### config.mk
export PLATFORM = sky130hd
export DESIGN_NAME = mem_byte_bridge
export DESIGN_NICKNAME = d
export VERILOG_FILES = /design/src/rtl/mem_byte_bridge.sv
export SDC_FILE = /design/constraint.sdc
export NUM_CORES = 1
export LEC_CHECK = 0
export CAP_MARGIN = 10
export CORE_MARGIN = 2
export CORE_UTILIZATION = 41
export DETAILED_ROUTE_END_ITERATION = 7
export PLACE_DENSITY_LB_ADDON = 0.2
export RECOVER_POWER = 100
export SYNTH_ARGS = -nofsm -noshare
export SYNTH_HDL_FRONTEND = slang
export SYNTH_SLANG_ARGS = --single-unit
### constraint.sdc
create_clock -name clk_i -period 2.9 [get_ports clk_i]
set_input_delay 0.58 -clock clk_i [delete_from_list [all_inputs] [get_ports clk_i]]
set_output_delay 0.58 -clock clk_i [all_outputs]
set_load 0.02 [all_outputs]
### src/rtl/mem_byte_bridge.sv
// mem_byte_bridge
// Request/response bridge between the core load/store port and a byte-wide
// synchronous memory. One core access (1, 2, 4 or 8 bytes) is serialised into
// little-endian byte transactions. Load data is sign- or zero-extended before
// it is returned.
//
// Ports
//   clk_i, rst_ni      clock, asynchronous active-low reset
//   req_valid_i/ready_o handshake for one core access
//   req_we_i           1 = store, 0 = load
//   req_size_i         log2 of access bytes (3 acts as 2 when LEN = 32)
//   req_unsigned_i     zero-extend load data when set
//   req_addr_i         starting byte address (wraps modulo 2^ADDR_WIDTH)
//   req_wdata_i        store data, byte k at bits [8k+7:8k]
//   resp_valid_o       one-cycle completion pulse
//   resp_rdata_o       extended load data, held until the next load response
//   mem_addr_o/we_o/wdata_o/rdata_i  byte memory port (read data one cycle late)
module mem_byte_bridge #(
  parameter int LEN        = 32,
  parameter int ADDR_WIDTH = 17,
  parameter int BYTE_SIZE  = 8
) (
  input  logic                  clk_i,
  input  logic                  rst_ni,
  input  logic                  req_valid_i,
  output logic                  req_ready_o,
  input  logic                  req_we_i,
  input  logic [1:0]            req_size_i,
  input  logic                  req_unsigned_i,
  input  logic [ADDR_WIDTH-1:0] req_addr_i,
  input  logic [LEN-1:0]        req_wdata_i,
  output logic                  resp_valid_o,
  output logic [LEN-1:0]        resp_rdata_o,
  output logic [ADDR_WIDTH-1:0] mem_addr_o,
  output logic                  mem_we_o,
  output logic [BYTE_SIZE-1:0]  mem_wdata_o,
  input  logic [BYTE_SIZE-1:0]  mem_rdata_i
);

  localparam int NBYTES = LEN / 8;

  typedef enum logic [1:0] {IDLE, LOAD, STORE, RESP} state_e;

  state_e                state_q, state_d;
  logic [3:0]            k_q, k_d;
  logic [ADDR_WIDTH-1:0] addr_q, addr_d;
  logic [1:0]            size_q, size_d;
  logic                  uns_q, uns_d;
  logic [LEN-1:0]        wdata_q, wdata_d;
  logic [LEN-1:0]        rbuf_q, rbuf_d;
  logic [LEN-1:0]        resp_rdata_q, resp_rdata_d;
  logic [ADDR_WIDTH-1:0] mem_addr_q, mem_addr_d;
  logic                  mem_we_q, mem_we_d;
  logic [BYTE_SIZE-1:0]  mem_wdata_q, mem_wdata_d;
  logic                  active_q;
  logic [3:0]            n_last;

  // Fill everything above the accessed bytes with the access's top bit
  // (signed) or zero (unsigned).
  function automatic logic [LEN-1:0] extend(input logic [LEN-1:0] v,
                                            input logic [1:0] sz,
                                            input logic uns);
    logic           fill;
    int             nbits;
    logic [LEN-1:0] r;
    case (sz)
      2'd0:    fill = v[7];
      2'd1:    fill = v[15];
      2'd2:    fill = v[31];
      default: fill = v[LEN-1];
    endcase
    if (uns) fill = 1'b0;
    nbits = 32'd8 << sz;
    for (int i = 0; i < LEN; i++) r[i] = (i < nbits) ? v[i] : fill;
    return r;
  endfunction

  always_comb begin
    case (size_q)
      2'd0:    n_last = 4'd0;
      2'd1:    n_last = 4'd1;
      2'd2:    n_last = 4'd3;
      default: n_last = 4'd7;
    endcase
  end

  // The memory port is registered: the byte for index k is set up on the edge
  // that enters cycle k, so the memory sees it on the following edge.
  // k_q is the index currently on the bus; in LOAD the extra drain step
  // (k_q == n_last + 1) only collects the final read byte.
  always_comb begin
    state_d      = state_q;
    k_d          = k_q;
    addr_d       = addr_q;
    size_d       = size_q;
    uns_d        = uns_q;
    wdata_d      = wdata_q;
    rbuf_d       = rbuf_q;
    resp_rdata_d = resp_rdata_q;
    mem_addr_d   = mem_addr_q;
    mem_we_d     = 1'b0;
    mem_wdata_d  = mem_wdata_q;
    req_ready_o  = 1'b0;
    resp_valid_o = 1'b0;

    case (state_q)
      IDLE: begin
        req_ready_o = active_q;
      end
      STORE: begin
        if (k_q == n_last) begin
          state_d = RESP;
        end else begin
          mem_we_d   = 1'b1;
          k_d        = k_q + 4'd1;
          mem_addr_d = addr_q + ADDR_WIDTH'(k_q + 4'd1);
          for (int b = 0; b < NBYTES; b++)
            if (b == int'(k_q) + 1) mem_wdata_d = wdata_q[8*b +: 8];
        end
      end
      LOAD: begin
        for (int b = 0; b < NBYTES; b++)
          if (b == int'(k_q) - 1) rbuf_d[8*b +: 8] = mem_rdata_i;
        if (k_q == n_last + 4'd1) begin
          state_d      = RESP;
          resp_rdata_d = extend(rbuf_d, size_q, uns_q);
        end else begin
          k_d = k_q + 4'd1;
          if (k_q != n_last) mem_addr_d = addr_q + ADDR_WIDTH'(k_q + 4'd1);
        end
      end
      RESP: begin
        req_ready_o  = 1'b1;
        resp_valid_o = 1'b1;
        state_d      = IDLE;
      end
      default: state_d = IDLE;
    endcase

    // Accepting also covers RESP, which gives back-to-back operation.
    if (req_ready_o && req_valid_i) begin
      addr_d      = req_addr_i;
      size_d      = (LEN == 32 && req_size_i == 2'd3) ? 2'd2 : req_size_i;
      uns_d       = req_unsigned_i;
      wdata_d     = req_wdata_i;
      k_d         = 4'd0;
      mem_addr_d  = req_addr_i;
      mem_we_d    = req_we_i;
      mem_wdata_d = req_wdata_i[BYTE_SIZE-1:0];
      state_d     = req_we_i ? STORE : LOAD;
    end
  end

  // active_q keeps req_ready low until the first edge after reset release.
  always_ff @(posedge clk_i or negedge rst_ni) begin
    if (!rst_ni) begin
      state_q      <= IDLE;
      k_q          <= '0;
      addr_q       <= '0;
      size_q       <= '0;
      uns_q        <= 1'b0;
      wdata_q      <= '0;
      rbuf_q       <= '0;
      resp_rdata_q <= '0;
      mem_addr_q   <= '0;
      mem_we_q     <= 1'b0;
      mem_wdata_q  <= '0;
      active_q     <= 1'b0;
    end else begin
      state_q      <= state_d;
      k_q          <= k_d;
      addr_q       <= addr_d;
      size_q       <= size_d;
      uns_q        <= uns_d;
      wdata_q      <= wdata_d;
      rbuf_q       <= rbuf_d;
      resp_rdata_q <= resp_rdata_d;
      mem_addr_q   <= mem_addr_d;
      mem_we_q     <= mem_we_d;
      mem_wdata_q  <= mem_wdata_d;
      active_q     <= 1'b1;
    end
  end

  assign resp_rdata_o = resp_rdata_q;
  assign mem_addr_o   = mem_addr_q;
  assign mem_we_o     = mem_we_q;
  assign mem_wdata_o  = mem_wdata_q;

endmodule

==> out/results.txt <==
Status = finished, final reports clean
Clock Sink Count = 149
Commonest cells after routing, fill and taps aside = nand2_1 (169), dfrtp_1 (149), clkdlybuf4s50_1 (62), dlygate4sd3_1 (60), nor2_1 (58)
CTS tree = built
Largest net degree at the start of global routing = 97
Post-detailed-route DRC marker count = 0
Number of buffers added by the clock tree synthesis step = 17
Fin crit share = 0.928
Die area = 19,100 sq um
Area post-placement = 8890 sq um
Number of distinct library cells after synthesis = 65
CP endpoint kind = flip-flop
Total number of vias = 5,809
Synthesized area per cell = 10.1 sq um
Logic pwr share = 0.479
Residual antenna-violating net count after detailed routing = 0
Library cell used as clock root buffer = clkbuf_16
Count of buffers inserted at the top-level ports = 123
Share of cell area taken by muxes after synthesis = 0.111
Hold Violations, Final = 0
Area taken by flip-flops and latches = 3730 sq um
Max capacitance violation total = 0
Multi-input gate area = 3350 sq um
Class of the tightest hold or removal check = input port to async pin
I/O pin cnt = 124
Basic-gate share of the synthesized area counting and, or, nand and nor cells = 0.170
Clock insertion delay at the later pin of the skew report = 0.43 ns
Number of setup buffers added after CTS = 0
Core ar. = 17,800 sq um
Critical Path Source Type = flip-flop
Final non-filler cell area = 9420 sq um
Nets in the synthesized netlist = 809
Pwr/cell area = 1230 nW/um^2
Post-DP HPWL = 12.3 mm
Leakage = 0.00413 uW
Die W = 138 um
Initial drt markers = 306
Row count = 49
Share of total power in the clock network = 0.197
Nets = 930
FF-to-FF Start = k_q[1]$_DFFE_PN0P_
Count of warnings emitted by yosys = 0
Register area share after synthesis = 0.506
Routed via count divided by cell count = 5.31
Final GP Congestion = 0.796
Peak supply drop = 0.539 mV
Leading cell type in the layout, fill and taps excluded = nand2_1
Proportion of register bits with asynchronous set or reset after synthesis = 1.00
Data required time at the worst endpoint = 3.20 ns
Max Freq = 372 MHz
Total detailed-routing wirelength = 17.8 mm
Post-Syn Area = 7370 sq um
Endpoints failing setup = 0
Post_cts resized = 0
Share of post-route cells with drive strength above 1 = 0.134
Antenna cell count = 0
Hold slack final = 0.443 ns
XOR/XNOR share of the synthesized area = 0.0166
Synthesized-area fraction occupied by ao, oa, aoi and oai cells = 0.133
Count of flip-flops with a built-in enable after synthesis = 0
Number of antenna violations at the first check in global routing = 0
Overall fraction of global-route tracks in use = 0.194
Total count of max-transition violations in the final report = 0
Setup repair after global routing missed its margin = false
Number of global-route vias before repair = 6,067
Clock transition at the register clock pins on the worst setup and hold paths after CTS = 0.06 ns
Switching Fraction = 0.395
Internal power = 6990 uW
Effective utilization at floorplan = 0.415
Number of buffers on the longest clock path = 2
Critical setup path kind = flip-flop to flip-flop
Number of levels in the clock H-tree = 4
Period minus WS final = 2.69 ns
Synth Register Bits = 149
Critical-path maximum fanout = 13
Worst-case clock skew = 0.0114 ns
Adder and majority gate portion of the synthesized area = 0.0265
Synthesis-to-layout area growth = 27.9%
Slew at the pin closest to its max-slew limit = 1.28 ns
Number of buffers inserted for hold repair after clock tree synthesis = 0
Global-route wire length before repair = 30.3 mm
Fin util = 0.530
Crit path setup slack, layout = 0.208 ns
Number of cells produced by synthesis = 730
Routed WL per cell = 16.3 um
Final total negative setup slack = 0 ns
Router iterations before antenna repair = 4
Most used flip-flop cell after synthesis = dfrtp_1
Slew HR = 0.144
Post-placement setup slack = 0.330 ns
Height of the die = 138 um
Filler instances = 1,596
Switching power total = 4570 uW
Global route total overflow = 0
Sequential share of power = 0.324
Main combinational cell family by area after synthesis = simple AND/OR/NAND/NOR gates
Launch point of the critical path = k_q[1]$_DFFE_PN0P_
Data arrival time of the critical path = 2.99 ns
## per-stage QoR
step                power [uW]  cells
floorplan                 7620    730
global placement          9410   1061
detailed placement        9590   1061
CTS                      11900   1093
global route             12400   1093
finish                   11600   1093
## routing by layer
metal  vias to the layer above  GRT usage  routed length, um
met1                      2851      0.257               8190
met4                         0     0.0623                263
met2                       150      0.318               8630
met3                        25     0.0443                702
li1                       2783          -                  -
met5                         -          0                  0
## sequential cells by signal (all words and copies together) (netlist names), 4 cells and up
| register | cells |
|---|---|
| addr_q | 17 |
| k_q | 4 |
| mem_addr_o | 17 |
| mem_wdata_o | 8 |
| rbuf_q | 32 |
| resp_rdata_o | 32 |
| wdata_q | 32 |
## area by class of cell
class,count,share of cell area
flip-flops and latches,149,0.396
well taps,229,0.0304
clock inverters,13,0.0183
repair buffers,145,0.147
inverters,17,0.00677
multi-input cells,521,0.355
clock buffers,19,0.0470
## cell usage after synthesis (all sizes together), types with 2 or more instances
library cell,instances,area share
nand2,169,0.086
dfrtp,149,0.51
nor2,58,0.030
mux2,52,0.080
o21ai,33,0.023
clkbuf,26,0.013
mux2i,23,0.031
buf,17,0.015
inv,17,0.0087
a21oi,15,0.011
a31oi,15,0.015
ha,14,0.024
o22ai,13,0.011
nand3,12,0.0081
xnor2,12,0.014
o22a,9,0.011
a311oi,8,0.014
nor4,8,0.0088
a211oi,6,0.0068
a221o,6,0.0081
a2bb2oi,6,0.0071
o21a,5,0.0051
and2,4,0.0034
and3,4,0.0034
nand4b,4,0.0048
nor3,4,0.0034
o31ai,4,0.0048
a21o,3,0.0031
nand2b,3,0.0025
nor4b,3,0.0036
nor4bb,3,0.0041
nor2b,2,0.0017
o211ai,2,0.0039
o32a,2,0.0027
or2,2,0.0017
or3,2,0.0017
xor2,2,0.0024
## path summary, 6_finish.rpt
check	cells after the start	end	slack, ns
setup / recovery	8	rbuf_q[18]$_DFFE_PN0P_	0.21
hold reg to reg	2	wdata_q[18]$_DFFE_PN0P_	0.48
hold / removal	1	resp_rdata_o[3]$_DFFE_PN0P_	0.44
setup reg to reg	8	rbuf_q[18]$_DFFE_PN0P_	0.21
max in group asynchronous	2	addr_q[12]$_DFFE_PN0P_	0.84
min in group clk_i	2	wdata_q[18]$_DFFE_PN0P_	0.48
## power groups by stage
stage | combinational, uW | clock [uW] | sequential (uW)
2_1_floorplan | 3540 | 0 | 4080
5_1_grt | 6110 | 2430 | 3880
4_1_cts | 5840 | 2320 | 3760
3_5_place_dp | 5800 | 0 | 3790
6_report | 5540 | 2280 | 3750
3_3_place_gp | 5670 | 0 | 3740
## critical path, cell delays in order (launching register included)
cell and delay (ns):
dfrtp_1 0.41, buf_4 0.20, o21a_1 0.18, nor4_1 0.34
clkbuf_1 0.28, o21ai_2 0.08, clkbuf_2 0.23, or2_0 0.48
mux2_2 0.37
## logic make-up (layout without fill, tap and decap cells)
kind of cell | count (synthesis) | after routing
fa+ha+maj | 15 | 15
compound gates | 132 | 132
mux | 75 | 75
xor+xnor | 14 | 14
buf+inv | 60 | 194
simple gates | 284 | 284
flops | 149 | 149
other cells | 1 | 1
Power figures use the tool's default switching activity.
